$ cat src/rtl/display7seg_ndigitos.sv
// N-digit binary to active-low seven-segment driver using a one-bit-per-clock double-dabble engine.
// Optional leading-zero blanking is enabled by defining DISPLAY7SEG_BLANK_ZEROS_EN.
module display7seg_ndigitos #(
  parameter int DIGITS = 4,
  parameter int WIDTH  = 14
) (
  input  logic                  i_clk,
  input  logic                  i_reset,
  input  logic [WIDTH-1:0]      i_valor,
  input  logic                  i_load,
  output logic                  o_busy,
  output logic                  o_done,
  output logic                  o_overflow,
  output logic [7*DIGITS-1:0]   o_seg
);

  function automatic int dec_digits(input int w);
    longint unsigned v;
    int n;
    v = (64'd1 << w) - 64'd1;
    n = 1;
    for (int k = 0; k < 20; k++) begin
      if (v >= 64'd10) begin
        v = v / 64'd10;
        n = n + 1;
      end
    end
    return n;
  endfunction

  function automatic longint unsigned pow10_m1(input int d);
    longint unsigned p;
    p = 64'd1;
    for (int k = 0; k < d; k++) p = p * 64'd10;
    return p - 64'd1;
  endfunction

  function automatic logic [6:0] seg7(input logic [3:0] d);
    case (d)
      4'd0:    seg7 = 7'b1000000;
      4'd1:    seg7 = 7'b1111001;
      4'd2:    seg7 = 7'b0100100;
      4'd3:    seg7 = 7'b0110000;
      4'd4:    seg7 = 7'b0011001;
      4'd5:    seg7 = 7'b0010010;
      4'd6:    seg7 = 7'b0000010;
      4'd7:    seg7 = 7'b1111000;
      4'd8:    seg7 = 7'b0000000;
      4'd9:    seg7 = 7'b0010000;
      default: seg7 = 7'b1111111;
    endcase
  endfunction

  // One spare nibble beyond the input's decimal span keeps the add-3 carries intact.
  localparam int NDEC  = dec_digits(WIDTH) + 1;
  localparam int BCD_N = (DIGITS > NDEC) ? DIGITS : NDEC;
  localparam int BCD_W = 4 * BCD_N;
  localparam logic [63:0] LIMIT    = pow10_m1(DIGITS);
  localparam logic [5:0]  CNT_INIT = 6'(WIDTH);

  typedef enum logic [1:0] {S_IDLE, S_SHIFT, S_UPDATE} state_t;

  state_t              r_state, w_state_n;
  logic [WIDTH-1:0]    r_bin, w_bin_n;
  logic [BCD_W-1:0]    r_bcd, w_bcd_n, w_adj;
  logic [5:0]          r_cnt, w_cnt_n;
  logic                r_ovf_next, w_ovf_next_n;
  logic                r_ovf, w_ovf_n;
  logic                r_done, w_done_n;
  logic                r_busy, w_busy_n;
  logic [7*DIGITS-1:0] r_seg, w_seg_n, w_seg_calc;

  always_comb begin
    w_adj = r_bcd;
    for (int i = 0; i < BCD_N; i++) begin
      if (r_bcd[4*i +: 4] >= 4'd5) w_adj[4*i +: 4] = r_bcd[4*i +: 4] + 4'd3;
    end
  end

  always_comb begin
    w_seg_calc = '1;
`ifdef DISPLAY7SEG_BLANK_ZEROS_EN
    begin
      logic lead;
      lead = 1'b1;
      for (int i = DIGITS-1; i >= 0; i--) begin
        if (r_bcd[4*i +: 4] != 4'd0 || i == 0) lead = 1'b0;
        w_seg_calc[7*i +: 7] = r_ovf_next ? 7'b0111111 :
                               (lead ? 7'b1111111 : seg7(r_bcd[4*i +: 4]));
      end
    end
`else
    for (int i = 0; i < DIGITS; i++) begin
      w_seg_calc[7*i +: 7] = r_ovf_next ? 7'b0111111 : seg7(r_bcd[4*i +: 4]);
    end
`endif
  end

  always_comb begin
    w_state_n    = r_state;
    w_bin_n      = r_bin;
    w_bcd_n      = r_bcd;
    w_cnt_n      = r_cnt;
    w_ovf_next_n = r_ovf_next;
    w_ovf_n      = r_ovf;
    w_seg_n      = r_seg;
    w_done_n     = 1'b0;
    w_busy_n     = r_busy;
    case (r_state)
      S_IDLE: begin
        if (i_load) begin
          w_bin_n      = i_valor;
          w_bcd_n      = '0;
          w_ovf_next_n = (64'(i_valor) > LIMIT);
          w_cnt_n      = CNT_INIT;
          w_busy_n     = 1'b1;
          w_state_n    = S_SHIFT;
        end
      end
      S_SHIFT: begin
        {w_bcd_n, w_bin_n} = {w_adj[BCD_W-2:0], r_bin, 1'b0};
        w_cnt_n = r_cnt - 6'd1;
        if (r_cnt == 6'd1) w_state_n = S_UPDATE;
      end
      S_UPDATE: begin
        w_seg_n   = w_seg_calc;
        w_ovf_n   = r_ovf_next;
        w_done_n  = 1'b1;
        w_busy_n  = 1'b0;
        w_state_n = S_IDLE;
      end
      default: w_state_n = S_IDLE;
    endcase
  end

  always_ff @(posedge i_clk) begin
    if (!i_reset) begin
      r_state    <= S_IDLE;
      r_bin      <= '0;
      r_bcd      <= '0;
      r_cnt      <= '0;
      r_ovf_next <= 1'b0;
      r_ovf      <= 1'b0;
      r_seg      <= '1;
      r_done     <= 1'b0;
      r_busy     <= 1'b0;
    end else begin
      r_state    <= w_state_n;
      r_bin      <= w_bin_n;
      r_bcd      <= w_bcd_n;
      r_cnt      <= w_cnt_n;
      r_ovf_next <= w_ovf_next_n;
      r_ovf      <= w_ovf_n;
      r_seg      <= w_seg_n;
      r_done     <= w_done_n;
      r_busy     <= w_busy_n;
    end
  end

  assign o_busy     = r_busy;
  assign o_done     = r_done;
  assign o_overflow = r_ovf;
  assign o_seg      = r_seg;

endmodule
$ cat config.mk
export PLATFORM = sky130hd
export DESIGN_NAME = display7seg_ndigitos
export DESIGN_NICKNAME = d
export VERILOG_FILES = /design/src/rtl/display7seg_ndigitos.sv
export SDC_FILE = /design/constraint.sdc
export NUM_CORES = 1
export LEC_CHECK = 0
export BUFFER_PORTS_ARGS = -buffer_cell sky130_fd_sc_hd__buf_2
export CORE_MARGIN = 1.5
export CORE_UTILIZATION = 63
export CTS_CLUSTER_SIZE = 24
export DETAILED_ROUTE_END_ITERATION = 10
export PLACE_DENSITY = 0.85
export SLEW_MARGIN = 40
export SYNTH_ARGS = -nofsm -noshare
export SYNTH_HDL_FRONTEND = slang
export SYNTH_SLANG_ARGS = --single-unit
$ cat constraint.sdc
create_clock -name i_clk -period 4.1 [get_ports i_clk]
set_clock_uncertainty 0.15 [all_clocks]
set_input_delay 0.615 -clock i_clk [delete_from_list [all_inputs] [get_ports i_clk]]
set_output_delay 0.615 -clock i_clk [all_outputs]
set_load 0.02 [all_outputs]
==> impl_metrics.tcl, run 1 <==
set metrics [dict create \
    crit_required_ns 4.25 \
    die_y_um 86.7 \
    clk_latency_ns 0.36 \
    pwr_density_cell_mw_per_mm2 373 \
    synth.area.mux_share 0.0136 \
    crit_type "reg2reg" \
    final_common_cell "dfxtp_1" \
    path_delay_family "compound AO/OA/AOI/OAI gates" \
    status "finished clean" \
    worstMarginPinSlew_ns 0.722 \
    drt-initial-drc-count 173 \
    cts_tree "built" \
    die_width_um 86.7 \
    htreeDepth 3 \
    synthArstFlopShare 0 \
    ys_ff_latch 98 \
    clock_path_buffers 2 \
    synth_top_family_by_area "simple AND/OR/NAND/NOR gates" \
    fmax_mhz 352 \
    grt_pass1_wl_um 15300 \
    yosys_warnings 0 \
    min_path_type "reg2reg" \
    grt_max_degree 32 \
    netlist_area_mm2 0.00441 \
    antenna_found_initial 0 \
    wl_per_cell_um 14.1 \
    reg2reg_depth 8 \
    io-pin-count 48 \
    cts_root_buf "clkbuf_8" \
    cts.sinks 98 \
    antenna_cells 0 \
    syn_area_per_cell_um2 8.86 \
    pre_cts_ws_ns 0.956 \
    cpPeakStageDelay_ns 0.62 \
    drc_errors 0 \
    dpl_cell_area_mm2 0.00470 \
    tns_ns 0 \
    rows 30 \
    path_clk_slew_ns 0.09 \
    ys.flop_type "dfxtp_1" \
    rsz0062_at_grt "no" \
    cts_setup_buffers 0 \
    start_util 0.650 \
    gp_congestion 0.904 \
    peakVddDrop_uv 192 \
    drv_slew 0 \
    stdcell_area_mm2 0.00492 \
    routed_wl_um 9020 \
    setup_ws_ns 1.26 \
    fillers 532 \
    core-area_mm2 0.00679 \
    synth_compound_area_frac 0.194 \
    yosysSeqAreaShare 0.444 \
    cap_violations 0 \
    drive_above_1_share 0.169 \
    synthAdderAreaFrac 0.0850 \
    multi_input_area_mm2 0.00223 \
    finalSetupViolations 0 \
    p_leak_uw 0.00228 \
    synth_edf_count 0 \
    end_kind "register" \
    final_net_count 587 \
    slowest_stage "dfxtp_1" \
    ant_nets 0 \
    synth_xor_xnor_area_share 0.0139 \
    yosys.area_share.simple 0.195 \
    ys_types 60 \
    first_pass_iters 5 \
    dpl.hpwl_um 6300 \
    cp.arrival_ns 2.99 \
    avgViaCountPerCell 5.61 \
    cp_cell_sequence "nand3b_1 -> a2111oi_2 -> a211o_1 -> inv_1 -> ha_1 -> nor2b_1 -> o21ai_0 -> o21a_1" \
    cts_hold_buf 0 \
    slew_headroom 0.519 \
    finalHoldViolCount 0 \
    final_cell_mix "dfxtp_1, nand2_1, buf_2" \
    min_period_over_period 0.692 \
    syn_nets 545 \
    dieArea_mm2 0.00752 \
    area_growth_pct 11.5 \
    grt_remaining_overflow 0 \
    hold_depth 2 \
    cts-buffers-inserted 9 \
    cp_max_fo 11 \
    period_needed_ns 2.84 \
    grt_pass1_vias 3390 \
    final_util 0.725 \
    seq_area_mm2 0.00196 \
    critPathLaunchType "register" \
    vias 3598 \
    crit_buf_inv 1 \
    place_inst 625 \
    synthCells 498 \
    io_buffers 47 \
    cp.depth 8 \
    instances_no_fill 641 \
    track_usage 0.257 \
    cts_resized 0 \
]
-- cells by family after synthesis --
| group | count (synthesis) |
|---|---|
| xor+xnor | 7 |
| mux | 6 |
| fa+ha+maj | 30 |
| simple gates | 182 |
| buf+inv | 56 |
| compound gates | 119 |
| flops | 98 |
-- worst paths after layout --
kind	start	endpoint	slack (ns)
max	r_state[0]	register	1.26
min reg2reg	register	o_seg[16]	0.30
min	register	o_seg[16]	0.30
max reg2reg	r_state[0]	register	1.26
-- synth_stat cells (2+ instances only) --
cell type,n,area share
a32o_1,4,0.0091
buf_6,3,0.0077
inv_2,4,0.0034
nor3_2,3,0.0068
o21ai_1,2,0.0023
nor2_1,18,0.015
nand2_2,2,0.0028
a22oi_2,3,0.0085
nor3b_1,4,0.0068
nand2b_1,7,0.0099
a211o_1,2,0.0040
nor2b_1,3,0.0043
a311oi_1,4,0.0079
a2bb2oi_1,2,0.0040
inv_1,33,0.028
o21ai_0,20,0.023
a31oi_1,3,0.0043
nand3_1,34,0.039
clkbuf_1,13,0.011
dfxtp_1,98,0.44
a211oi_1,2,0.0034
ha_1,30,0.085
a22oi_1,9,0.015
xnor2_1,5,0.0099
buf_2,2,0.0023
a31o_2,2,0.0040
nand3b_1,6,0.010
o21a_1,6,0.010
a22o_1,6,0.012
nor3_1,5,0.0057
a21o_1,2,0.0034
a21oi_1,31,0.035
xor2_1,2,0.0040
nand2_1,92,0.078
mux2i_1,6,0.014
o22ai_1,6,0.0085
-- tightest hold or removal path, stage by stage, from the launching register on --
cell,delay [ns]
dfxtp_1,0.31
nand2_1,0.04
nand3_1,0.06
-- area by class of cell --
cell class                 instances  share of cell area
inverter                          37              0.0282
tap                               96              0.0244
timing repair buffer              50              0.0524
clock inverter                     5              0.0158
multi-input combinational        344               0.452
clock buffer                      11              0.0287
sequential                        98               0.398
-- routing by layer --
| metal | track usage | up-vias | share of wire |
|---|---|---|---|
| met5 | 0 | - | 0 |
| met4 | 0.0909 | 0 | 0.019 |
| met3 | 0.0467 | 25 | 0.041 |
| met2 | 0.441 | 106 | 0.49 |
| met1 | 0.324 | 1658 | 0.46 |
| li1 | - | 1809 | - |
-- metrics by stage --
stage	total power (uW)	hold slack [ns]
floorplan	1140	0.260
global placement	1180	0.268
detailed placement	1190	0.278
CTS	1840	0.297
global route	1910	0.317
finish	1840	0.296
-- power by group --
group,switching [uW],total (uW),internal (uW)
Combinational,98.6,154,55.8
Sequential,27.5,1010,984
Clock,312,670,358
(Power assumes the default switching activity.)
==> run 2, diff against run 1 <==
- ABC_AREA: unset -> 1
- CORE_UTILIZATION: 63 -> 53
- PLACE_DENSITY: 0.85 -> 0.76
- clock period: 4.1 -> 2.5 ns (I/O delays scaled with it)
==> impl_metrics.tcl, run 2 <==
set metrics [dict create \
    dieArea_mm2 0.00909 \
    ant_nets 0 \
    htreeDepth 3 \
    drc_errors 0 \
    routed_wl_um 9240 \
    crit_required_ns 2.61 \
    status "finished clean" \
    finalHoldViolCount 0 \
    cts_hold_buf 0 \
    peakVddDrop_uv 331 \
    synth_top_area_frac 0.434 \
    cts_setup_buffers 0 \
    cts-buffers-inserted 9 \
    fmax_mhz 449 \
    min_period_over_period 0.892 \
    cap_violations 0 \
    tns_ns 0 \
    worstMarginPinSlew_ns 0.527 \
    critPathLaunchType "register" \
    cts_tree "built" \
    path_clk_slew_ns 0.09 \
    min_path_type "in2reg" \
    gp_congestion 0.878 \
    cts.sinks 98 \
    synthCells 584 \
    dpl.hpwl_um 6580 \
    first_pass_iters 5 \
    cpPeakStageDelay_ns 0.34 \
    synth_edf_count 0 \
    cts_root_buf "clkbuf_8" \
    syn_area_per_cell_um2 7.74 \
    die_width_um 95.4 \
    period_needed_ns 2.23 \
    crit_buf_inv 3 \
    crit_type "reg2reg" \
    grt_max_degree 29 \
    ys.flop_type "dfxtp_1" \
    track_usage 0.220 \
    netlist_area_mm2 0.00452 \
    rows 33 \
    power_uw 3240 \
    synth_compound_area_frac 0.0980 \
    final_cell_mix "nand2_1, dfxtp_1, nand3_1" \
    synthAdderAreaFrac 0.0830 \
    clock_path_buffers 2 \
    vias 3808 \
    path_delay_family "simple AND/OR/NAND/NOR gates" \
    grt_remaining_overflow 0 \
    ys_top_cells_by_area "dfxtp_1, nand2_1, ha_1, nand3_1, inv_1" \
    end_kind "register" \
    io-pin-count 48 \
    syn_nets 631 \
    drt-initial-drc-count 209 \
    cp_max_fo 5 \
    yosysSeqAreaShare 0.434 \
    core-area_mm2 0.00826 \
    cp_cell_sequence "inv_1 -> ha_1 -> inv_1 -> nand2_1 -> nand3_1 -> nand2_1 -> nand3_1 -> o21ai_1 -> inv_1 -> ha_1 -> nand2_1 -> nand2_1 -> nand2_1 -> nand2_1" \
    synth.area.mux_share 0 \
    antenna_found_initial 0 \
    avgViaCountPerCell 5.13 \
    grt_pass1_vias 3554 \
    cts_resized 0 \
    drv_slew 0 \
    rsz0062_at_grt "no" \
    slowest_stage "dfxtp_1" \
    area_growth_pct 11.7 \
    finalSetupViolations 0 \
    final_net_count 681 \
    yosys.area_share.simple 0.306 \
    io_buffers 47 \
    grt_pass1_wl_um 15500 \
    wl_per_cell_um 12.4 \
    drive_above_1_share 0.180 \
    synthArstFlopShare 0 \
    synth.most_common_cell "nand2_1" \
    start_util 0.548 \
    cp_common_cell "nand2_1" \
    clk_latency_ns 0.37 \
    yosys_warnings 0 \
    ys_types 36 \
    final_common_cell "nand2_1" \
    p_leak_uw 0.00249 \
    pwr_density_cell_mw_per_mm2 641 \
    synth_xor_xnor_area_share 0.00194 \
    synth_top_family_by_area "simple AND/OR/NAND/NOR gates" \
    ys_top_cells_by_count "nand2_1, dfxtp_1, nand3_1, inv_1, ha_1" \
    antenna_cells 0 \
    synth_top_area_cell "dfxtp_1" \
    cp.arrival_ns 2.34 \
    slew_headroom 0.648 \
    die_y_um 95.4 \
    ys_ff_latch 98 \
    holdWs_ns 0.103 \
]
-- run 2: changes by cell type after synthesis, moves of 7 or more --
cell and delta:
nand3_1 +35, nand2_1 +92, nand4_1 +10, nand2_2 +10, nand2b_1 -7, a21oi_1 -22, inv_1 +18
-- run 2: cell type report --
| type | count | area, um2 |
|---|---|---|
| clock buffers | 11 | 141 |
| clock inverters | 4 | 51.3 |
| fillers | 771 | 3210 |
| inverters | 64 | 250 |
| multi-input cells | 405 | 2210 |
| flip-flops and latches | 98 | 1960 |
| well taps | 105 | 131 |
| repair buffers | 56 | 303 |
-- run 2: stage by stage --
stage	instances	setup WS (ns)	util	area, um2
after floorplan	584	0.541	-	4520
after global placement	728	0.353	0.588	4860
after detailed placement	728	0.310	0.588	4860
after CTS	743	0.290	0.612	5050
after global routing	743	0.0403	0.612	5050
final	743	0.271	0.612	5050
-- run 2: where the power goes --
part	internal, uW	switching [uW]	total, uW	leakage (uW)
Clock	487	527	1010	0.0000958
Combinational	171	337	507	0.00160
Sequential	1660	55.6	1720	0.000796
Total	2320	920	3240	0.00249
-- run 2: layer usage --
| metal | global-route usage | up-vias | share of wire |
|---|---|---|---|
| li1 | - | 1992 | - |
| met5 | 0 | - | 0 |
| met4 | 0.0983 | 0 | 0.024 |
| met3 | 0.0407 | 24 | 0.043 |
| met2 | 0.379 | 93 | 0.47 |
| met1 | 0.264 | 1699 | 0.47 |
-- run 2: worst min-delay path, cell delays in order --
cell and delay (ns):
buf_2 0.08, nand3_1 0.07, o221ai_1 0.06
-- run 2: cells by family (layout without fill, tap and decap cells) --
kind of cell,Yosys count,after routing
buffers and inverters,81,135
AND/OR/NAND/NOR,310,310
XOR/XNOR,1,1
AO/OA/AOI/OAI,64,64
flip-flops,98,98
adder cells (fa/ha/maj),30,30
-- run 2: final timing paths --
path | startpoint | end | slack (ns) | cells past startpoint
max reg2reg | r_bcd[8] | register | 0.27 | 14
min reg2reg | register | o_seg[27] | 0.30 | 2
max | r_bcd[8] | register | 0.27 | 14
min | i_valor[1] | r_bin[1] | 0.10 | 3
==> run 3, diff against run 2 <==
- CORE_UTILIZATION: 53 -> 50
- CTS_BUF_LIST: unset -> sky130_fd_sc_hd__clkbuf_2
- PLACE_DENSITY: 0.76 -> 0.72
- RECOVER_POWER: unset -> 100
==> impl_metrics.tcl, run 3 (synthesis gave the netlist of run 2 again) <==
set metrics [dict create \
    area_growth_pct 11.5 \
    crit_required_ns 2.80 \
    crit_type "reg2reg" \
    drv_slew 0 \
    rsz0062_at_grt "no" \
    period_needed_ns 2.37 \
    rows 34 \
    hold_depth 3 \
    track_usage 0.204 \
    clock_path_buffers 2 \
    cts-buffers-inserted 9 \
    cp.arrival_ns 2.67 \
    gp_congestion 0.854 \
    slew_headroom 0.326 \
    r2r_slack_ns 0.13 \
    io-pin-count 48 \
    cts_setup_buffers 0 \
    critPathLaunchType "register" \
    cts_root_buf "clkbuf_2" \
    cts_hold_buf 14 \
    dpl.hpwl_um 6540 \
    final_util 0.576 \
    ant_nets 0 \
    cts.sinks 98 \
    grt_pass1_wl_um 16100 \
    io_buffers 47 \
    min_period_over_period 0.948 \
    final_cell_mix "nand2_1, dfxtp_1, nand3_1" \
    drt-initial-drc-count 153 \
    htreeDepth 3 \
    routed_wl_um 9660 \
    worst_r2r_startpoint "r_state[0]" \
    start_util 0.516 \
    reg2reg_depth 8 \
    end_kind "register" \
    cts_tree "built" \
    clk_latency_ns 0.56 \
    cts_resized 0 \
    multi_input_area_mm2 0.00215 \
    finalSetupViolations 0 \
    vias 3949 \
    fmax_mhz 422 \
    drc_errors 0 \
    avgViaCountPerCell 5.21 \
    path_clk_slew_ns 0.27 \
    seq_area_mm2 0.00196 \
    status "finished clean" \
    fillers 816 \
    antenna_cells 0 \
    dieArea_mm2 0.00962 \
    cap_violations 0 \
    drive_above_1_share 0.100 \
    whs_endpoint "r_bin[0]" \
    tns_ns 0 \
    first_pass_iters 4 \
    grt_max_degree 34 \
    worstMarginPinSlew_ns 1.01 \
    peakVddDrop_uv 308 \
    final_common_cell "nand2_1" \
    antenna_found_initial 0 \
    wl_per_cell_um 12.7 \
    finalHoldViolCount 0 \
    pre_cts_ws_ns 0.314 \
    pwr_density_cell_mw_per_mm2 635 \
    grt_remaining_overflow 0 \
    cp_max_fo 9 \
    setup_ws_ns 0.130 \
    min_path_type "in2reg" \
    core-area_mm2 0.00876 \
    worstHoldStart "i_reset" \
    p_leak_uw 0.00249 \
    final_net_count 693 \
    grt_pass1_vias 3645 \
    die_y_um 98.1 \
    die_width_um 98.1 \
]
## run 3: cell count changes in the layout (fill, tap and decap cells not counted), moves of 3 or more
| cell | delta |
|---|---|
| buf_2 | -31 |
| nand2_2 | -8 |
| clkbuf_1 | +31 |
| dlygate4sd3_1 | +14 |
| clkbuf_8 | -10 |
| nand2_1 | +10 |
| clkbuf_2 | +9 |
| buf_4 | -3 |
## run 3: report_power, final
group | internal, uW | switching, uW
sequential | 1670 | 53.9
clock | 431 | 534
combinational | 174 | 344
## run 3: worst max-delay path by stage
| stage | startpoint | end | slack (ns) | cells after the start |
|---|---|---|---|---|
| global placement | i_load | register | 0.35 | 15 |
| CTS | r_bcd[9] | register | 0.31 | 14 |
| floorplan | r_bcd[4] | register | 0.54 | 13 |
| global route | r_state[0] | register | 0.05 | 8 |
| detailed placement | i_load | register | 0.31 | 12 |
| finish | r_state[0] | register | 0.13 | 8 |
## run 3: per-stage QoR
stage	cell area (um2)	hold slack (ns)	cells	total power [uW]
6_report	5040	0.0816	758	3200
5_1_grt	5040	0.0588	758	3330
2_1_floorplan	4520	0.266	584	2140
4_1_cts	5140	0.0744	758	3230
3_3_place_gp	4850	0.272	729	2250
3_5_place_dp	4850	0.280	729	2270
## run 3: layout make-up
class,instances,area share
Timing Repair Buffer,68,0.0764
Tap cell,108,0.0268
Clock buffer,9,0.00893
Sequential cell,98,0.389
Clock inverter,6,0.0223
Multi-Input combinational cell,405,0.427
Inverter,64,0.0496
## run 3: critical path, cell delays in order, from the launching register on
cell	delay (ns)
dfxtp_1	0.45
nand2_4	0.10
nand2_1	0.20
clkbuf_1	0.53
o22ai_1	0.20
nand2_1	0.23
inv_2	0.07
o21ai_1	0.22
nand2_1	0.11
## run 3: layer usage
layer,global-route usage,up-vias,part of all wire
met3,0.0344,17,0.040
met2,0.353,99,0.48
met4,0.0813,0,0.015
met5,0,-,0
met1,0.252,1810,0.46
li1,-,2023,-
